===== config.mk =====
export PLATFORM = sky130hd
export DESIGN_NAME = elevator_controller
export DESIGN_NICKNAME = d
export VERILOG_FILES = /design/src/rtl/elevator_pkg.sv /design/src/rtl/elevator_timer.sv /design/src/rtl/elevator_controller.sv
export SDC_FILE = /design/constraint.sdc
export NUM_CORES = 1
export LEC_CHECK = 0
export CORE_AREA = 5 5 62 64
export DETAILED_ROUTE_END_ITERATION = 16
export DIE_AREA = 0 0 67 69
export PLACE_DENSITY = 0.8
export SYNTH_ARGS = -nofsm -noshare
export SYNTH_HDL_FRONTEND = slang
export SYNTH_SLANG_ARGS = --single-unit

===== constraint.sdc =====
create_clock -name clk -period 2.44 [get_ports clk]
set_clock_uncertainty 0.05 [all_clocks]
set_input_delay 0.488 -clock clk [delete_from_list [all_inputs] [get_ports clk]]
set_output_delay 0.488 -clock clk [all_outputs]
set_load 0.005 [all_outputs]

===== src/rtl/elevator_pkg.sv =====
//----------------------------------------------------------------------------
// Module   : elevator_pkg
// Brief    : Shared state enum and output encodings for the elevator slice.
// Revision : 1.0 - initial release
//----------------------------------------------------------------------------
`default_nettype none

package elevator_pkg;

    typedef enum logic [2:0] {
        ST_IDLE       = 3'd0,
        ST_MOVE_UP    = 3'd1,
        ST_MOVE_DOWN  = 3'd2,
        ST_DOOR_OPEN  = 3'd3,
        ST_DOOR_CLOSE = 3'd4
    } state_t;

    localparam logic [1:0] c_door_closed  = 2'b00;
    localparam logic [1:0] c_door_open    = 2'b01;
    localparam logic [1:0] c_door_closing = 2'b10;

    localparam logic [1:0] c_wait_moving  = 2'b00;
    localparam logic [1:0] c_wait_idle    = 2'b01;
    localparam logic [1:0] c_wait_serving = 2'b10;

endpackage

`default_nettype wire


===== src/rtl/elevator_timer.sv =====
//----------------------------------------------------------------------------
// Module   : elevator_timer
// Brief    : Loadable down-counter; done is high while enabled at zero.
// Revision : 1.0 - initial release
//----------------------------------------------------------------------------
`default_nettype none

module elevator_timer #(
    parameter int WIDTH = 2
) (
    input  logic             clk,
    input  logic             reset,
    input  logic             load,
    input  logic [WIDTH-1:0] load_value,
    input  logic             enable,
    output logic             done
);

    logic [WIDTH-1:0] r_count;

    always_ff @(posedge clk) begin
        if (!reset) begin
            r_count <= '0;
        end else if (load) begin
            r_count <= load_value;
        end else if (enable && (r_count != '0)) begin
            r_count <= r_count - 1'b1;
        end
    end

    assign done = enable && (r_count == '0);

endmodule

`default_nettype wire


===== src/rtl/elevator_controller.sv =====
//----------------------------------------------------------------------------
// Module   : elevator_controller
// Brief    : Single-car controller: latch target, travel, timed door cycle.
//            Option CONTROLLER_REQ_CLAMP_EN clamps out-of-range requests.
// Revision : 1.0 - initial release
//----------------------------------------------------------------------------
`default_nettype none

module elevator_controller
    import elevator_pkg::*;
#(
    parameter int NUM_FLOORS   = 32,
    parameter int FLOOR_CYCLES = 4,
    parameter int DOOR_CYCLES  = 4
) (
    input  logic       clk,
    input  logic       reset,
    input  logic [4:0] requested_floor,
    output logic [1:0] wait_floor,
    output logic [1:0] door,
    output logic [1:0] Up,
    output logic [1:0] Down,
    output logic [4:0] y
);

    localparam int c_travel_w = (FLOOR_CYCLES > 1) ? $clog2(FLOOR_CYCLES) : 1;
    localparam int c_door_w   = (DOOR_CYCLES > 1) ? $clog2(DOOR_CYCLES) : 1;
    localparam logic [c_travel_w-1:0] c_travel_load = c_travel_w'(FLOOR_CYCLES - 1);
    localparam logic [c_door_w-1:0]   c_door_load   = c_door_w'(DOOR_CYCLES - 1);
    localparam logic [5:0] c_num_floors = 6'(NUM_FLOORS);

    state_t     r_state;
    state_t     w_state_nxt;
    logic [4:0] r_target;
    logic [4:0] w_target_nxt;
    logic [4:0] w_y_nxt;
    logic [4:0] w_req;
    logic       w_req_valid;
    logic       w_moving;
    logic       w_travel_done;
    logic       w_door_done;

    assign w_moving = (r_state == ST_MOVE_UP) || (r_state == ST_MOVE_DOWN);

`ifdef CONTROLLER_REQ_CLAMP_EN
    assign w_req_valid = 1'b1;
    assign w_req = ({1'b0, requested_floor} < c_num_floors) ? requested_floor
                                                            : 5'(NUM_FLOORS - 1);
`else
    assign w_req_valid = ({1'b0, requested_floor} < c_num_floors);
    assign w_req       = requested_floor;
`endif

    // Travel timer is held loaded while idle so each floor takes a full period.
    elevator_timer #(.WIDTH(c_travel_w)) u_travel_timer (
        .clk        (clk),
        .reset      (reset),
        .load       ((r_state == ST_IDLE) || w_travel_done),
        .load_value (c_travel_load),
        .enable     (w_moving),
        .done       (w_travel_done)
    );

    elevator_timer #(.WIDTH(c_door_w)) u_door_timer (
        .clk        (clk),
        .reset      (reset),
        .load       (r_state != ST_DOOR_OPEN),
        .load_value (c_door_load),
        .enable     (r_state == ST_DOOR_OPEN),
        .done       (w_door_done)
    );

    always_comb begin
        w_state_nxt  = r_state;
        w_y_nxt      = y;
        w_target_nxt = r_target;
        case (r_state)
            ST_IDLE: begin
                if (w_req_valid && (w_req != y)) begin
                    w_target_nxt = w_req;
                    w_state_nxt  = (w_req > y) ? ST_MOVE_UP : ST_MOVE_DOWN;
                end
            end
            ST_MOVE_UP: begin
                if (w_travel_done) begin
                    w_y_nxt = y + 5'd1;
                    if ((y + 5'd1) == r_target) w_state_nxt = ST_DOOR_OPEN;
                end
            end
            ST_MOVE_DOWN: begin
                if (w_travel_done) begin
                    w_y_nxt = y - 5'd1;
                    if ((y - 5'd1) == r_target) w_state_nxt = ST_DOOR_OPEN;
                end
            end
            ST_DOOR_OPEN: begin
                if (w_door_done) w_state_nxt = ST_DOOR_CLOSE;
            end
            ST_DOOR_CLOSE: w_state_nxt = ST_IDLE;
            default:       w_state_nxt = ST_IDLE;
        endcase
    end

    // Outputs are decoded from next-state values so they align with the state register.
    always_ff @(posedge clk) begin
        if (!reset) begin
            r_state    <= ST_IDLE;
            r_target   <= 5'd0;
            y          <= 5'd0;
            door       <= c_door_closed;
            wait_floor <= c_wait_idle;
            Up         <= 2'b00;
            Down       <= 2'b00;
        end else begin
            r_state  <= w_state_nxt;
            r_target <= w_target_nxt;
            y        <= w_y_nxt;
            Up       <= {(w_target_nxt > w_y_nxt), (w_state_nxt == ST_MOVE_UP)};
            Down     <= {(w_target_nxt < w_y_nxt), (w_state_nxt == ST_MOVE_DOWN)};
            case (w_state_nxt)
                ST_DOOR_OPEN:  door <= c_door_open;
                ST_DOOR_CLOSE: door <= c_door_closing;
                default:       door <= c_door_closed;
            endcase
            case (w_state_nxt)
                ST_IDLE:                     wait_floor <= c_wait_idle;
                ST_DOOR_OPEN, ST_DOOR_CLOSE: wait_floor <= c_wait_serving;
                default:                     wait_floor <= c_wait_moving;
            endcase
        end
    end

endmodule

`default_nettype wire


== After elaboration in Yosys (flattened, before gate mapping) ==
Index checks and enable logic that the tools add are counted.
Operators by class
  add/subtract/negate cells: 4
  muxes and demuxes: 19
  reduce and logical (&&, ||, !) cells: 15
  equality and inequality tests: 11
  magnitude comparators: 3
Operators with widths (count)
  $mux 5: 4
  $mux 3: 6
  $eq 3x2->1 const B: 4
  $pmux 3 s4: 1
  $eq 5x5->1: 2
  $gt 5x5->1: 2
  $mux 2: 5
  $pmux 5 s2: 1
  $pmux 2 s2: 2
  $reduce_bool 2->1: 4
  $eq 3x1->1 const B: 2
  $logic_not 3->1: 2
  $add 5x1->5 const B: 1
  $lt 5x5->1: 1
  $ne 5x5->1: 1
  $sub 5x1->5 const B: 1
  $logic_and 1x1->1: 4
  $logic_not 2->1: 2
  $sub 2x1->2 const B: 2
  $eq 3x3->1 const B: 1
  $ne 3x2->1 const B: 1
  $logic_or 1x1->1: 2
  $reduce_or 2->1: 1
Word-level totals
  register bits: 25
  bits of input ports: 7

== Longest topological paths before layout ==
  word-level depth: 8
  mapped depth: 12
  gate-level depth less buffers: 11

== Cells and area by module ==
From an unflattened synthesis, not the netlist that was laid out.
Second synthesis, totals
  cell total of the unflattened synthesis: 183
  area, all modules: 1620.3 µm²
By module, submodules not included
  elevator_controller: sequential area each 420.4 µm², times used 1, area an instance 1360.1 µm², cells an instance 153
  elevator_timer: sequential area each 40.0 µm², times used 2, area an instance 130.1 µm², cells an instance 15

== Worst setup path after synthesis ==
No wires, ideal clock.
  kind: reg-to-reg
  start: register y[3]
  end: register Down[1]
  arrival time: 2257 ps
  buffers on the path: 1
  required time: 2275 ps
  setup slack: 18 ps
  cell stages (with the launch flop): 12
  setup time: 115 ps
  cells stage by stage: dfxtp_1 -> buf_2 -> inv_1 -> ha_1 -> nand4_1 -> o21a_1 -> mux2_2 -> ha_1 -> nand3_1 -> o22ai_1 -> nor2_1 -> and2_1
Between the ends
  word-level cells in the longest chain between the ends: 4
RTL lines
  start, declared: RTL line elevator_controller.sv:23  | output logic [4:0] y
  start signal, assigned: RTL line elevator_controller.sv:117  | y <= w_y_nxt;
  $ne 5x5->1: RTL line elevator_controller.sv:79  | if (w_req_valid && (w_req != y)) begin
  $mux 5: RTL line elevator_controller.sv:79
  $mux 5: RTL line elevator_controller.sv:77  | case (r_state)
  net w_target_nxt[4]: RTL line elevator_controller.sv:35  | logic [4:0] w_target_nxt;
  $lt 5x5->1: RTL line elevator_controller.sv:119  | Down <= {(w_target_nxt < w_y_nxt), (w_state_nxt == ST_MOVE_DOWN)};
  end signal, assigned: RTL line elevator_controller.sv:119
  end, declared: RTL line elevator_controller.sv:22  | output logic [1:0] Down,
The timed path passes the listed nets, and every way through them passes these cells.
A chain may end at the register's enable or synchronous reset.

== Worst setup path in the final report ==
  start: input port requested_floor[3]
  end: register Down[1]
Between the ends
  word-level cells in the longest chain between the ends: 4
RTL lines
  start, declared: RTL line elevator_controller.sv:18  | input logic [4:0] requested_floor,
  $ne 5x5->1: RTL line elevator_controller.sv:79
  $mux 5: RTL line elevator_controller.sv:79
  $mux 5: RTL line elevator_controller.sv:77
  net w_target_nxt[4]: RTL line elevator_controller.sv:35
  $lt 5x5->1: RTL line elevator_controller.sv:119
The timed path passes the listed nets, and every way through them passes these cells.

==> reports/metrics.yaml <==
critical_path:
  cp_data_required_time_ns: 2.64
  cp.arrival_ns: 2.65
  cp-start-kind: "input port"
  rr_endpoint: "Down[1]"
  worstRegToRegCells: 11
  worst_setup_path_end_kind: "flip-flop"
  worstPathMaxFanout: 5
  r2r_setup_slack_ns: -0.01
  endpoint: "Down[1]"
  worstSetupPathType: "input port to flip-flop"
  startpoint: "requested_floor[3]"
  regToRegStartpoint: "y[1]"
layout:
  antennaDiodeCount: 0
  syn_to_final_growth_pct: 32.79
  fillers: 248
  finalNetCount: 217
  utilization: 0.6272
  layout-drive-gt1-share: 0.2872
  stdcell_area_um2: 2027
die:
  fp.dieW_um: 67
  start_util: 0.4723
  dieHeight_um: 69
  placeableCoreArea_um2: 3232
  io_pins: 20
  design.die.area_um2: 4623
  rows: 21
clocking:
  clk_pin_slew_ns: 0.14
  cts_tree: "done"
  clock-sinks: 25
  cts_hold_buf: 0
  worstSkewPairLatency_ns: 0.33
  ctsLongestPathBuffers: 2
  cts_max_level: 1
  numCtsBuffers: 3
  root_buffer: "clkbuf_4"
yosys:
  syn_area_um2: 1526
  ys.flop_type: "dfxtp_1"
  yosys-top-cells-count: "dfxtp_1, ha_1, inv_1, xnor2_1"
  syn_nets: 183
  yosysTopAreaCell: "dfxtp_1"
  synth_edf_count: 0
  synth-seq-cells: 25
  synthCells: 162
  ys_types: 48
  synth_top_area_frac: 0.3279
  syn_area_per_cell_um2: 9.423
  synth_seq_area_share: 0.3279
  synth_area_leaders: "dfxtp_1, ha_1, xnor2_1"
  ys.warnings.count: 0
  async_reset_ff_frac: 0
  yosysMostFrequentCell: "dfxtp_1"
power_and_ir_drop:
  power.density_nw_per_um2: 1239
  irDropWorstVdd_v: 0.0007027
  leakagePower_nw: 0.8343
  power.total_mw: 2.512
status:
  violations: "setup timing"
  status: "finished, violations left"
sta:
  tns_ns: -0.01653
  final_max_slew_viol_count: 0
  worstMarginPinSlew_ns: 0.5196
  holdWs_ns: 0.4424
  hold_viol_final: 0
  period_needed_ns: 2.457
  timing.final.ws_setup_ns: -0.01653
  fmax_mhz: 407.1
  setup_viol: 1
  relSlewSlack: 0.6499
  finalCritPeriodShare: 1.007
drt:
  dr.pass1.iters: 4
  num_vias: 1333
  routedWlPerCell_um: 15.72
  drt-initial-drc-count: 43
  vias_per_cell: 5.531
  route.detailed.drc: 0
  drt_wl_total_um: 3789
  drt.antenna.violating_nets: 0
global_routing:
  grt_max_degree: 16
  antenna_found_initial: 0
  grt_pass1_wl_um: 6161
  grt.overflow.total: 0
  grt_pass1_vias: 1326
  grt_use_total: 0.1682
job:
  drv_cap: 0
placement:
  routabilityCongestion: 0.8138
  hpwl_um: 2679
  dpl_cell_area_um2: 1829
  io_buffers: 19
worst_hold_path:
  hold_path_class: "flip-flop to flip-flop"
timing repair:
item,4_1_cts,5_1_grt
endpoints found under the setup margin,2,2
pin swaps,8,6
resized for setup,18,14
cloned,0,0
setup buffers,2,2
metal layers:
| metal | part of all wire | vias to the layer above | track usage | wire [um] |
|---|---|---|---|---|
| met4 | 0.034 | 0 | 0.07883 | 128 |
| li1 | - | 639 | - | - |
| met3 | 0.046 | 11 | 0.03084 | 174 |
| met5 | 0 | - | 0 | 0 |
| met1 | 0.41 | 646 | 0.2092 | 1565 |
| met2 | 0.51 | 37 | 0.2740 | 1921 |
cells by family (layout without fill, tap and decap cells):
kind of cell | count (synthesis) | after routing | synth area share
buffers and inverters | 21 | 54 | 0.05983
XOR/XNOR | 15 | 15 | 0.1049
AND/OR/NAND/NOR | 52 | 52 | 0.2115
flip-flops | 25 | 25 | 0.3279
multiplexers | 6 | 6 | 0.04344
adder cells (fa/ha/maj) | 14 | 14 | 0.1148
AO/OA/AOI/OAI | 29 | 29 | 0.1377
critical path: stages:
cell           delay (ns)
dlygate4sd2_1        0.27
ha_4                 0.29
nand4_1              0.16
buf_4                0.19
o21a_4               0.22
mux2_4               0.33
ha_4                 0.27
nand3_2              0.08
o22ai_1              0.13
nor2_1               0.07
and2_1               0.15
layout by cell type, fill, tap and decap left out, types with 3 or more instances in the layout:
master	n
dlygate4sd2_1	4
and2_1	9
mux2_2	3
a21oi_1	5
xnor2_1	9
inv_1	13
nor3b_2	5
dfxtp_2	7
xor2_1	3
ha_1	7
ha_4	6
nand3b_1	3
o21ai_0	3
nor3_1	3
nor2_1	9
dfxtp_1	18
nand2_1	8
buf_4	16
clkdlybuf4s50_1	14
clkbuf_4	3
state kept, by name (all words and copies together), names as in the netlist:
name	cells
Up	2
r_target	5
wait_floor	2
u_door_timer.r_count	2
r_state	3
door	2
Down	2
u_travel_timer.r_count	2
y	5
power by group:
part | switching [mW] | internal, mW | total [mW] | leakage, nW
registers | 0.115 | 0.542 | 0.657 | 0.209
logic | 0.770 | 0.887 | 1.66 | 0.611
clock network | 0.135 | 0.0629 | 0.198 | 0.0139
stage by stage:
stage               std cells  setup WS (ns)
floorplan                 162        0.01836
CTS                       239        0.01629
finish                    241       -0.01653
detailed placement        233        -0.4475
global route              241       -0.03611
global placement          233        -0.3857
area by class of cell:
cell class / instances / area, um^2 / area share
multi-input combinational: 116 / 1066 / 0.5259
sequential: 25 / 509.2 / 0.2512
timing repair buffer: 35 / 307.8 / 0.1519
tap: 46 / 57.56 / 0.02840
inverter: 15 / 56.30 / 0.02778
clock buffer: 3 / 22.52 / 0.01111
clock inverter: 1 / 7.507 / 0.003704
worst min-delay path by stage:
stage	end	start	cells past startpoint
after floorplan	u_travel_timer.r_count[0]	u_travel_timer.r_count[0]	2
after global placement	u_travel_timer.r_count[0]	u_travel_timer.r_count[0]	2
after detailed placement	u_travel_timer.r_count[0]	u_travel_timer.r_count[0]	2
after CTS	u_travel_timer.r_count[0]	u_travel_timer.r_count[0]	2
after global routing	u_travel_timer.r_count[0]	u_travel_timer.r_count[0]	2
final	u_travel_timer.r_count[0]	u_travel_timer.r_count[0]	2
Note: power is estimated with default switching activity, not from simulation.
